**src/rtl/sys_bus_pkg.sv**
```systemverilog
// rtl/sys_bus_pkg.sv - shared limits and pending-response record for the system bus arbiter
package sys_bus_pkg;

   localparam int MaxHosts   = 16;
   localparam int MaxDevices = 16;

   localparam int HostIdxW = $clog2(MaxHosts);
   localparam int DevIdxW  = $clog2(MaxDevices);

   // One outstanding grant; its response comes back exactly one cycle later.
   typedef struct packed {
      logic [HostIdxW-1:0] host;
      logic [DevIdxW-1:0]  dev;
      logic                hit;
      logic                valid;
   } pend_t;

endpackage

```
**src/rtl/sys_bus_arb_if.sv**
```systemverilog
// rtl/sys_bus_arb_if.sv - host-side and device-side bus bundle for sys_bus_arb
interface sys_bus_arb_if #(
   parameter int NrHosts      = 2,
   parameter int NrDevices    = 4,
   parameter int DataWidth    = 32,
   parameter int AddressWidth = 32
);

   logic                      host_req_i    [NrHosts];
   logic                      host_gnt_o    [NrHosts];
   logic [AddressWidth-1:0]   host_addr_i   [NrHosts];
   logic                      host_we_i     [NrHosts];
   logic [DataWidth/8-1:0]    host_be_i     [NrHosts];
   logic [DataWidth-1:0]      host_wdata_i  [NrHosts];
   logic                      host_rvalid_o [NrHosts];
   logic [DataWidth-1:0]      host_rdata_o  [NrHosts];
   logic                      host_err_o    [NrHosts];

   logic                      device_req_o    [NrDevices];
   logic [AddressWidth-1:0]   device_addr_o   [NrDevices];
   logic                      device_we_o     [NrDevices];
   logic [DataWidth/8-1:0]    device_be_o     [NrDevices];
   logic [DataWidth-1:0]      device_wdata_o  [NrDevices];
   logic                      device_rvalid_i [NrDevices];
   logic [DataWidth-1:0]      device_rdata_i  [NrDevices];
   logic                      device_err_i    [NrDevices];

   // The arbiter itself.
   modport slave (
      input  host_req_i, host_addr_i, host_we_i, host_be_i, host_wdata_i,
      output host_gnt_o, host_rvalid_o, host_rdata_o, host_err_o,
      output device_req_o, device_addr_o, device_we_o, device_be_o, device_wdata_o,
      input  device_rvalid_i, device_rdata_i, device_err_i
   );

   // The surrounding hosts and devices.
   modport master (
      output host_req_i, host_addr_i, host_we_i, host_be_i, host_wdata_i,
      input  host_gnt_o, host_rvalid_o, host_rdata_o, host_err_o,
      input  device_req_o, device_addr_o, device_we_o, device_be_o, device_wdata_o,
      output device_rvalid_i, device_rdata_i, device_err_i
   );

endinterface

```
**src/rtl/sys_bus_rr_arb.sv**
```systemverilog
// rtl/sys_bus_rr_arb.sv - one-hot host arbiter; SYS_BUS_RR_ARB_EN selects round-robin, else fixed priority
module sys_bus_rr_arb #(
   parameter int NrHosts = 2
) (
`ifdef SYS_BUS_RR_ARB_EN
   input  logic               clk_i,
   input  logic               rst_ni,
`endif
   input  logic [NrHosts-1:0] req_i,
   output logic [NrHosts-1:0] gnt_o
);

   localparam int PW = (NrHosts > 1) ? $clog2(NrHosts) : 1;

   logic          found;
   logic [PW-1:0] idx;

`ifdef SYS_BUS_RR_ARB_EN
   logic [PW-1:0] ptr_q, ptr_d;

   // Search starts at the pointer; the winner's successor becomes the new pointer.
   always_comb begin
      gnt_o = '0;
      ptr_d = ptr_q;
      found = 1'b0;
      idx   = '0;
      for (int i = 0; i < NrHosts; i++) begin
         idx = PW'((int'(ptr_q) + i) % NrHosts);
         if (!found && req_i[idx]) begin
            found      = 1'b1;
            gnt_o[idx] = 1'b1;
            ptr_d      = (int'(idx) == NrHosts - 1) ? '0 : PW'(int'(idx) + 1);
         end
      end
   end

   always_ff @(posedge clk_i or negedge rst_ni) begin
      if (!rst_ni) begin
         ptr_q <= '0;
      end else begin
         ptr_q <= ptr_d;
      end
   end
`else
   always_comb begin
      gnt_o = '0;
      found = 1'b0;
      idx   = '0;
      for (int i = 0; i < NrHosts; i++) begin
         idx = PW'(i);
         if (!found && req_i[idx]) begin
            found      = 1'b1;
            gnt_o[idx] = 1'b1;
         end
      end
   end
`endif

endmodule

```
**src/rtl/sys_bus_arb.sv**
```systemverilog
// rtl/sys_bus_arb.sv - multi-host to multi-device bus arbiter with address decode and response routing
// Optional: SYS_BUS_RR_ARB_EN selects round-robin arbitration instead of fixed priority.
module sys_bus_arb
   import sys_bus_pkg::*;
#(
   parameter int NrHosts      = 2,
   parameter int NrDevices    = 4,
   parameter int DataWidth    = 32,
   parameter int AddressWidth = 32
) (
   input  logic                    clk_i,
   input  logic                    rst_ni,
   sys_bus_arb_if.slave            bus,
   input  logic [AddressWidth-1:0] cfg_device_addr_base [NrDevices],
   input  logic [AddressWidth-1:0] cfg_device_addr_mask [NrDevices]
);

   logic [NrHosts-1:0]      req_vec, gnt_vec;
   logic                    any_gnt, dev_hit;
   logic [HostIdxW-1:0]     sel_host;
   logic [DevIdxW-1:0]      sel_dev;
   logic [AddressWidth-1:0] sel_addr;
   logic                    sel_we;
   logic [DataWidth/8-1:0]  sel_be;
   logic [DataWidth-1:0]    sel_wdata;
   logic [NrDevices-1:0]    dev_sel;
   logic                    rsp_valid, rsp_err;
   logic [DataWidth-1:0]    rsp_data;
   logic                    host_hit;
   pend_t                   pend_q, pend_d;

   // Gating requests with reset keeps grants and device strobes low while reset is held.
   always_comb begin
      for (int h = 0; h < NrHosts; h++) begin
         req_vec[h] = bus.host_req_i[h] & rst_ni;
      end
   end

   sys_bus_rr_arb #(
      .NrHosts (NrHosts)
   ) u_arb (
`ifdef SYS_BUS_RR_ARB_EN
      .clk_i   (clk_i),
      .rst_ni  (rst_ni),
`endif
      .req_i   (req_vec),
      .gnt_o   (gnt_vec)
   );

   always_comb begin : select_and_decode
      any_gnt   = 1'b0;
      sel_host  = '0;
      sel_addr  = '0;
      sel_we    = 1'b0;
      sel_be    = '0;
      sel_wdata = '0;
      for (int h = 0; h < NrHosts; h++) begin
         bus.host_gnt_o[h] = gnt_vec[h];
         if (gnt_vec[h]) begin
            any_gnt   = 1'b1;
            sel_host  = HostIdxW'(h);
            sel_addr  = bus.host_addr_i[h];
            sel_we    = bus.host_we_i[h];
            sel_be    = bus.host_be_i[h];
            sel_wdata = bus.host_wdata_i[h];
         end
      end
      // Scanning downwards lets the lowest matching device overwrite the rest.
      dev_hit = 1'b0;
      sel_dev = '0;
      for (int d = NrDevices - 1; d >= 0; d--) begin
         if ((sel_addr & cfg_device_addr_mask[d]) == cfg_device_addr_base[d]) begin
            dev_hit = 1'b1;
            sel_dev = DevIdxW'(d);
         end
      end
   end

   always_comb begin : drive_devices
      for (int d = 0; d < NrDevices; d++) begin
         dev_sel[d]            = any_gnt && dev_hit && (sel_dev == DevIdxW'(d));
         bus.device_req_o[d]   = dev_sel[d];
         bus.device_addr_o[d]  = dev_sel[d] ? sel_addr  : '0;
         bus.device_we_o[d]    = dev_sel[d] & sel_we;
         bus.device_be_o[d]    = dev_sel[d] ? sel_be    : '0;
         bus.device_wdata_o[d] = dev_sel[d] ? sel_wdata : '0;
      end
   end

   always_comb begin
      pend_d.valid = any_gnt;
      pend_d.host  = sel_host;
      pend_d.dev   = sel_dev;
      pend_d.hit   = dev_hit;
   end

   always_ff @(posedge clk_i or negedge rst_ni) begin
      if (!rst_ni) begin
         pend_q <= '0;
      end else begin
         pend_q <= pend_d;
      end
   end

   // An unmapped grant answers itself with an error; mapped ones forward the device reply.
   always_comb begin : route_response
      rsp_valid = 1'b0;
      rsp_data  = '0;
      rsp_err   = 1'b0;
      host_hit  = 1'b0;
      if (pend_q.valid) begin
         if (pend_q.hit) begin
            for (int d = 0; d < NrDevices; d++) begin
               if (pend_q.dev == DevIdxW'(d)) begin
                  rsp_valid = bus.device_rvalid_i[d];
                  rsp_data  = bus.device_rdata_i[d];
                  rsp_err   = bus.device_err_i[d];
               end
            end
         end else begin
            rsp_valid = 1'b1;
            rsp_err   = 1'b1;
         end
      end
      for (int h = 0; h < NrHosts; h++) begin
         host_hit             = rsp_valid && (pend_q.host == HostIdxW'(h));
         bus.host_rvalid_o[h] = host_hit;
         bus.host_rdata_o[h]  = host_hit ? rsp_data : '0;
         bus.host_err_o[h]    = host_hit & rsp_err;
      end
   end

endmodule

```
**src/flat_wrapper.sv**
```systemverilog
// flat-port wrapper written by rule: the top's interface ports become plain ports
module sys_bus_arb_flat import sys_bus_pkg::*;
#(
   parameter int NrHosts      = 2,
   parameter int NrDevices    = 4,
   parameter int DataWidth    = 32,
   parameter int AddressWidth = 32
)
  (clk_i, rst_ni, cfg_device_addr_base, cfg_device_addr_mask, bus_host_req_i, bus_host_addr_i, bus_host_we_i, bus_host_be_i, bus_host_wdata_i, bus_host_gnt_o, bus_host_rvalid_o, bus_host_rdata_o, bus_host_err_o, bus_device_req_o, bus_device_addr_o, bus_device_we_o, bus_device_be_o, bus_device_wdata_o, bus_device_rvalid_i, bus_device_rdata_i, bus_device_err_i);
  sys_bus_arb_if #(.NrHosts(NrHosts), .NrDevices(NrDevices), .DataWidth(DataWidth), .AddressWidth(AddressWidth)) bus_i ();
  input  logic clk_i;
  input  logic rst_ni;
  input  logic [AddressWidth-1:0] cfg_device_addr_base[NrDevices];
  input  logic [AddressWidth-1:0] cfg_device_addr_mask[NrDevices];
  input wire logic [$bits(bus_i.host_req_i)-1:0] bus_host_req_i;
  input wire logic [$bits(bus_i.host_addr_i)-1:0] bus_host_addr_i;
  input wire logic [$bits(bus_i.host_we_i)-1:0] bus_host_we_i;
  input wire logic [$bits(bus_i.host_be_i)-1:0] bus_host_be_i;
  input wire logic [$bits(bus_i.host_wdata_i)-1:0] bus_host_wdata_i;
  output wire logic [$bits(bus_i.host_gnt_o)-1:0] bus_host_gnt_o;
  output wire logic [$bits(bus_i.host_rvalid_o)-1:0] bus_host_rvalid_o;
  output wire logic [$bits(bus_i.host_rdata_o)-1:0] bus_host_rdata_o;
  output wire logic [$bits(bus_i.host_err_o)-1:0] bus_host_err_o;
  output wire logic [$bits(bus_i.device_req_o)-1:0] bus_device_req_o;
  output wire logic [$bits(bus_i.device_addr_o)-1:0] bus_device_addr_o;
  output wire logic [$bits(bus_i.device_we_o)-1:0] bus_device_we_o;
  output wire logic [$bits(bus_i.device_be_o)-1:0] bus_device_be_o;
  output wire logic [$bits(bus_i.device_wdata_o)-1:0] bus_device_wdata_o;
  input wire logic [$bits(bus_i.device_rvalid_i)-1:0] bus_device_rvalid_i;
  input wire logic [$bits(bus_i.device_rdata_i)-1:0] bus_device_rdata_i;
  input wire logic [$bits(bus_i.device_err_i)-1:0] bus_device_err_i;
  assign bus_i.host_req_i = {>>{bus_host_req_i}};
  assign bus_i.host_addr_i = {>>{bus_host_addr_i}};
  assign bus_i.host_we_i = {>>{bus_host_we_i}};
  assign bus_i.host_be_i = {>>{bus_host_be_i}};
  assign bus_i.host_wdata_i = {>>{bus_host_wdata_i}};
  assign bus_host_gnt_o = {>>{bus_i.host_gnt_o}};
  assign bus_host_rvalid_o = {>>{bus_i.host_rvalid_o}};
  assign bus_host_rdata_o = {>>{bus_i.host_rdata_o}};
  assign bus_host_err_o = {>>{bus_i.host_err_o}};
  assign bus_device_req_o = {>>{bus_i.device_req_o}};
  assign bus_device_addr_o = {>>{bus_i.device_addr_o}};
  assign bus_device_we_o = {>>{bus_i.device_we_o}};
  assign bus_device_be_o = {>>{bus_i.device_be_o}};
  assign bus_device_wdata_o = {>>{bus_i.device_wdata_o}};
  assign bus_i.device_rvalid_i = {>>{bus_device_rvalid_i}};
  assign bus_i.device_rdata_i = {>>{bus_device_rdata_i}};
  assign bus_i.device_err_i = {>>{bus_device_err_i}};
  sys_bus_arb #(.NrHosts(NrHosts), .NrDevices(NrDevices), .DataWidth(DataWidth), .AddressWidth(AddressWidth)) u_core (.clk_i(clk_i), .rst_ni(rst_ni), .bus(bus_i), .cfg_device_addr_base(cfg_device_addr_base), .cfg_device_addr_mask(cfg_device_addr_mask));
endmodule
```
**config.mk**
```make
export PLATFORM = sky130hd
export DESIGN_NAME = sys_bus_arb_flat
export DESIGN_NICKNAME = d
export VERILOG_FILES = /design/src/rtl/sys_bus_pkg.sv /design/src/rtl/sys_bus_arb_if.sv /design/src/rtl/sys_bus_rr_arb.sv /design/src/rtl/sys_bus_arb.sv /design/src/flat_wrapper.sv
export SDC_FILE = /design/constraint.sdc
export NUM_CORES = 1
export LEC_CHECK = 0
export CORE_AREA = 2 2 349 351
export DETAILED_ROUTE_END_ITERATION = 7
export DIE_AREA = 0 0 351 353
export GPL_TIMING_DRIVEN = 0
export PLACE_DENSITY = 0.3
export SLEW_MARGIN = 20
export SYNTH_ARGS = -nofsm -noshare
export SYNTH_HDL_FRONTEND = slang
export SYNTH_SLANG_ARGS = --single-unit
```
**constraint.sdc**
```tcl
create_clock -name clk_i -period 5.4 [get_ports clk_i]
set_input_delay 0.54 -clock clk_i [delete_from_list [all_inputs] [get_ports clk_i]]
set_output_delay 0.54 -clock clk_i [all_outputs]
set_load 0.02 [all_outputs]
```
==> out/qor.yml <==
run_status:
  status: "finished clean"
power_and_ir_drop:
  p_leak_nw: 6.69
  p_seq_share_pct: 3.7
  ir_drop_mv: 0.0635
  p_total_mw: 1.06
  swShare_pct: 43.3
  power.switching_mw: 0.460
  p_int_mw: 0.602
  clkPwrFrac_pct: 11.2
  power.density_mw_per_mm2: 58.1
  power_frac_comb_pct: 85.1
layout:
  nets: 2477
  fill_cells: 13853
  regArea_sq_um: 125
  largest_register: "u_core.pend_q"
  multi_input_area_sq_mm: 0.00613
  final_util_pct: 15.2
  synthToLayoutAreaGrowth_pct: 171
  postLayoutCellArea_sq_mm: 0.0183
  largestRegisters: "u_core.pend_q: 5 flops"
  largest_reg_flops: 5
  drive_gt1_share_pct: 13.2
  finalNonFillerCells: 3575
critical_path:
  cp_data_arrival_time_ns: 4.80
  crit_fanout: 10
  critPathKind: "in -> out"
  path_cells: "clkdlybuf4s50_1 -> buf_4 -> and4b_2 -> o21ai_2 -> o32ai_1 -> or4_1 -> nor4_1 -> nand3_2 -> nand3b_4 -> buf_2 -> nor2_1 -> clkdlybuf4s50_1"
  critical-path-slowest-cell: "clkdlybuf4s50_1"
  max_stage_delay_ns: 0.73
  worst_ep_required_time_ns: 4.86
  cp-start-kind: "input pin"
  cp-end-kind: "output port"
  cpMostUsedCell: "clkdlybuf4s50_1"
clocking:
  root_buffer: "clkbuf_16"
  cts_tree: "done"
  cts_max_path_buffers: 2
  htree_num_levels: 1
  clk_pin_slew_ns: 0.03
  numCtsBuffers: 3
  holdBufCountCts: 0
  cts_sinks: 5
logic_synthesis:
  synth_cell_types: 69
  synthCells: 1044
  synth_edf_count: 0
  netlist_area_sq_mm: 0.00676
  synth_top_cell_area_share_pct: 16.7
  synth_warnings: 0
  ys.flop_type: "dfrtp_1"
  yosysMostFrequentCell: "nor2_1"
  yosys-top-cells-count: "nor2_1 (301), o21ai_0 (100), nor3_2 (70)"
  synthTopCellsByArea: "nor2_1 (17%), mux4_2 (11%), nor3_2 (10%), o21ai_0 (7.4%), a22oi_1 (6.2%)"
  synth.avg_cell_area_sq_um: 6.47
  syn_nets: 1578
  synth_seq_cells: 5
  yosysSeqAreaShare_pct: 1.85
  yosysTopAreaCell: "nor2_1"
  ys_async_sr_fraction_pct: 100
timing:
  min_period_ns: 5.34
  worst_pin_slew_ns: 1.01
  relSlewSlack_pct: 32.8
  finalHoldViolCount: 0
  setup_viol: 0
  finalMaxSlewViolations: 0
  worst_slack_ns: 0.0591
  clock.fmax_mhz: 187
  min_period_over_period_pct: 98.9
floorplan:
  rows: 128
  core-area_sq_mm: 0.121
  die_area_sq_mm: 0.124
  die_w_um: 351
  start_util_pct: 5.60
  ioPinCount: 884
  die_y_um: 353
grt:
  grt_max_degree: 12
  antenna_found_initial: 54
  grt_pass1_vias: 13638
  overflow: 0
  grt_pass1_wl_um: 140000
  grt_usage_pct: 17.0
placed_design:
  pre_cts_slack_ns: -2.05
  dpl.cell_count: 3555
  place_area_sq_mm: 0.0177
  gp_congestion: 0.888
  dp_hpwl_um: 100000
  io_buffers: 882
drt:
  drt_iter0_drc: 919
  routed_wl_um: 111000
  vias: 13043
  via_per_inst: 3.65
  routedWlPerCell_um: 31.1
  drt_drc_violations_left: 0
  drt_pass1_iterations: 5
  ant_nets: 0
run:
  maxCapViolCount: 0
hold_path:
  hold_class: "in -> async"
## final timing paths
path / startpoint / endpoint / cells past startpoint
max: bus_host_req_i[0] / bus_device_wdata_o[54] / 12
min: rst_ni / u_core.pend_q[6] / 1
max in group asynchronous: rst_ni / u_core.pend_q[2] / 1
min in group clk_i: cfg_device_addr_base[19] / u_core.pend_q[3] / 5
## worst max-delay path, delay by kind of cell
family	cells	cell delay, ns
and+or+nand+nor	6	2.05
buffers and inverters	4	1.75
AOI/OAI and AO/OA	2	0.41
## metrics by stage
stage                     TNS [ns]  hold slack, ns
after floorplan                  0           0.244
after global placement     -461.77           0.947
after detailed placement   -414.68           0.957
after CTS                        0           0.319
after global routing       -0.0140           0.320
final                            0           0.308
## layout by cell type, fill, tap and decap left out, types with 7 or more instances in the layout
master / instances
o32ai_1: 12
dlymetal6s2s_1: 55
o32a_1: 7
buf_4: 27
inv_1: 54
nor3_2: 70
nand2_1: 56
and4b_1: 10
nor2_1: 291
o21ai_2: 8
nand4_1: 27
o21ai_1: 22
a22oi_1: 55
mux4_2: 34
o21ai_0: 79
buf_2: 14
clkdlybuf4s50_1: 820
nand2b_1: 9
nand3_1: 7
a2bb2oi_1: 13
a211oi_1: 10
and4b_2: 11
and3_1: 17
buf_6: 18
diode_2: 8
clkbuf_1: 27
nand4b_1: 8
## area by class of cell
type	instances	area share (%)
Timing Repair Buffer	896	49.9
Multi-Input combinational cell	893	33.5
Tap cell	1625	11.1
Buffer	89	3.13
Inverter	55	1.14
Sequential cell	5	0.684
Clock buffer	4	0.431
Antenna cell	8	0.109
## power groups by stage
stage                     logic, mW  clock network (mW)  registers [mW]
final                         0.904               0.119          0.0389
after global routing          0.938               0.125          0.0390
after CTS                     0.904               0.121          0.0389
after detailed placement      0.881                   0          0.0393
after global placement        0.876                   0          0.0393
after floorplan               0.219                   0          0.0391
## per-layer routing
metal	vias to the layer above	part of all wire (%)	track usage (%)
li1	5655	-	-
met1	6425	38	19.4
met2	801	53	32.8
met3	142	6.2	2.79
met4	20	2.0	2.93
met5	-	0.11	0
## kinds of logic after synthesis
kind of cell | share of synthesized area [%]
AO/OA/AOI/OAI | 27.9
XOR/XNOR | 1.04
buffers and inverters | 11.3
flip-flops | 1.85
multiplexers | 11.3
AND/OR/NAND/NOR | 46.5
## timing repair
action / in CTS / in global routing
gates resized for setup: 80 / 79
buffers inserted: 9 / 1
setup endpoints to repair: 282 / 223
gates cloned: 0 / 0
pin swaps: 7 / 2
No activity file was read; power rests on OpenSTA's default activity.
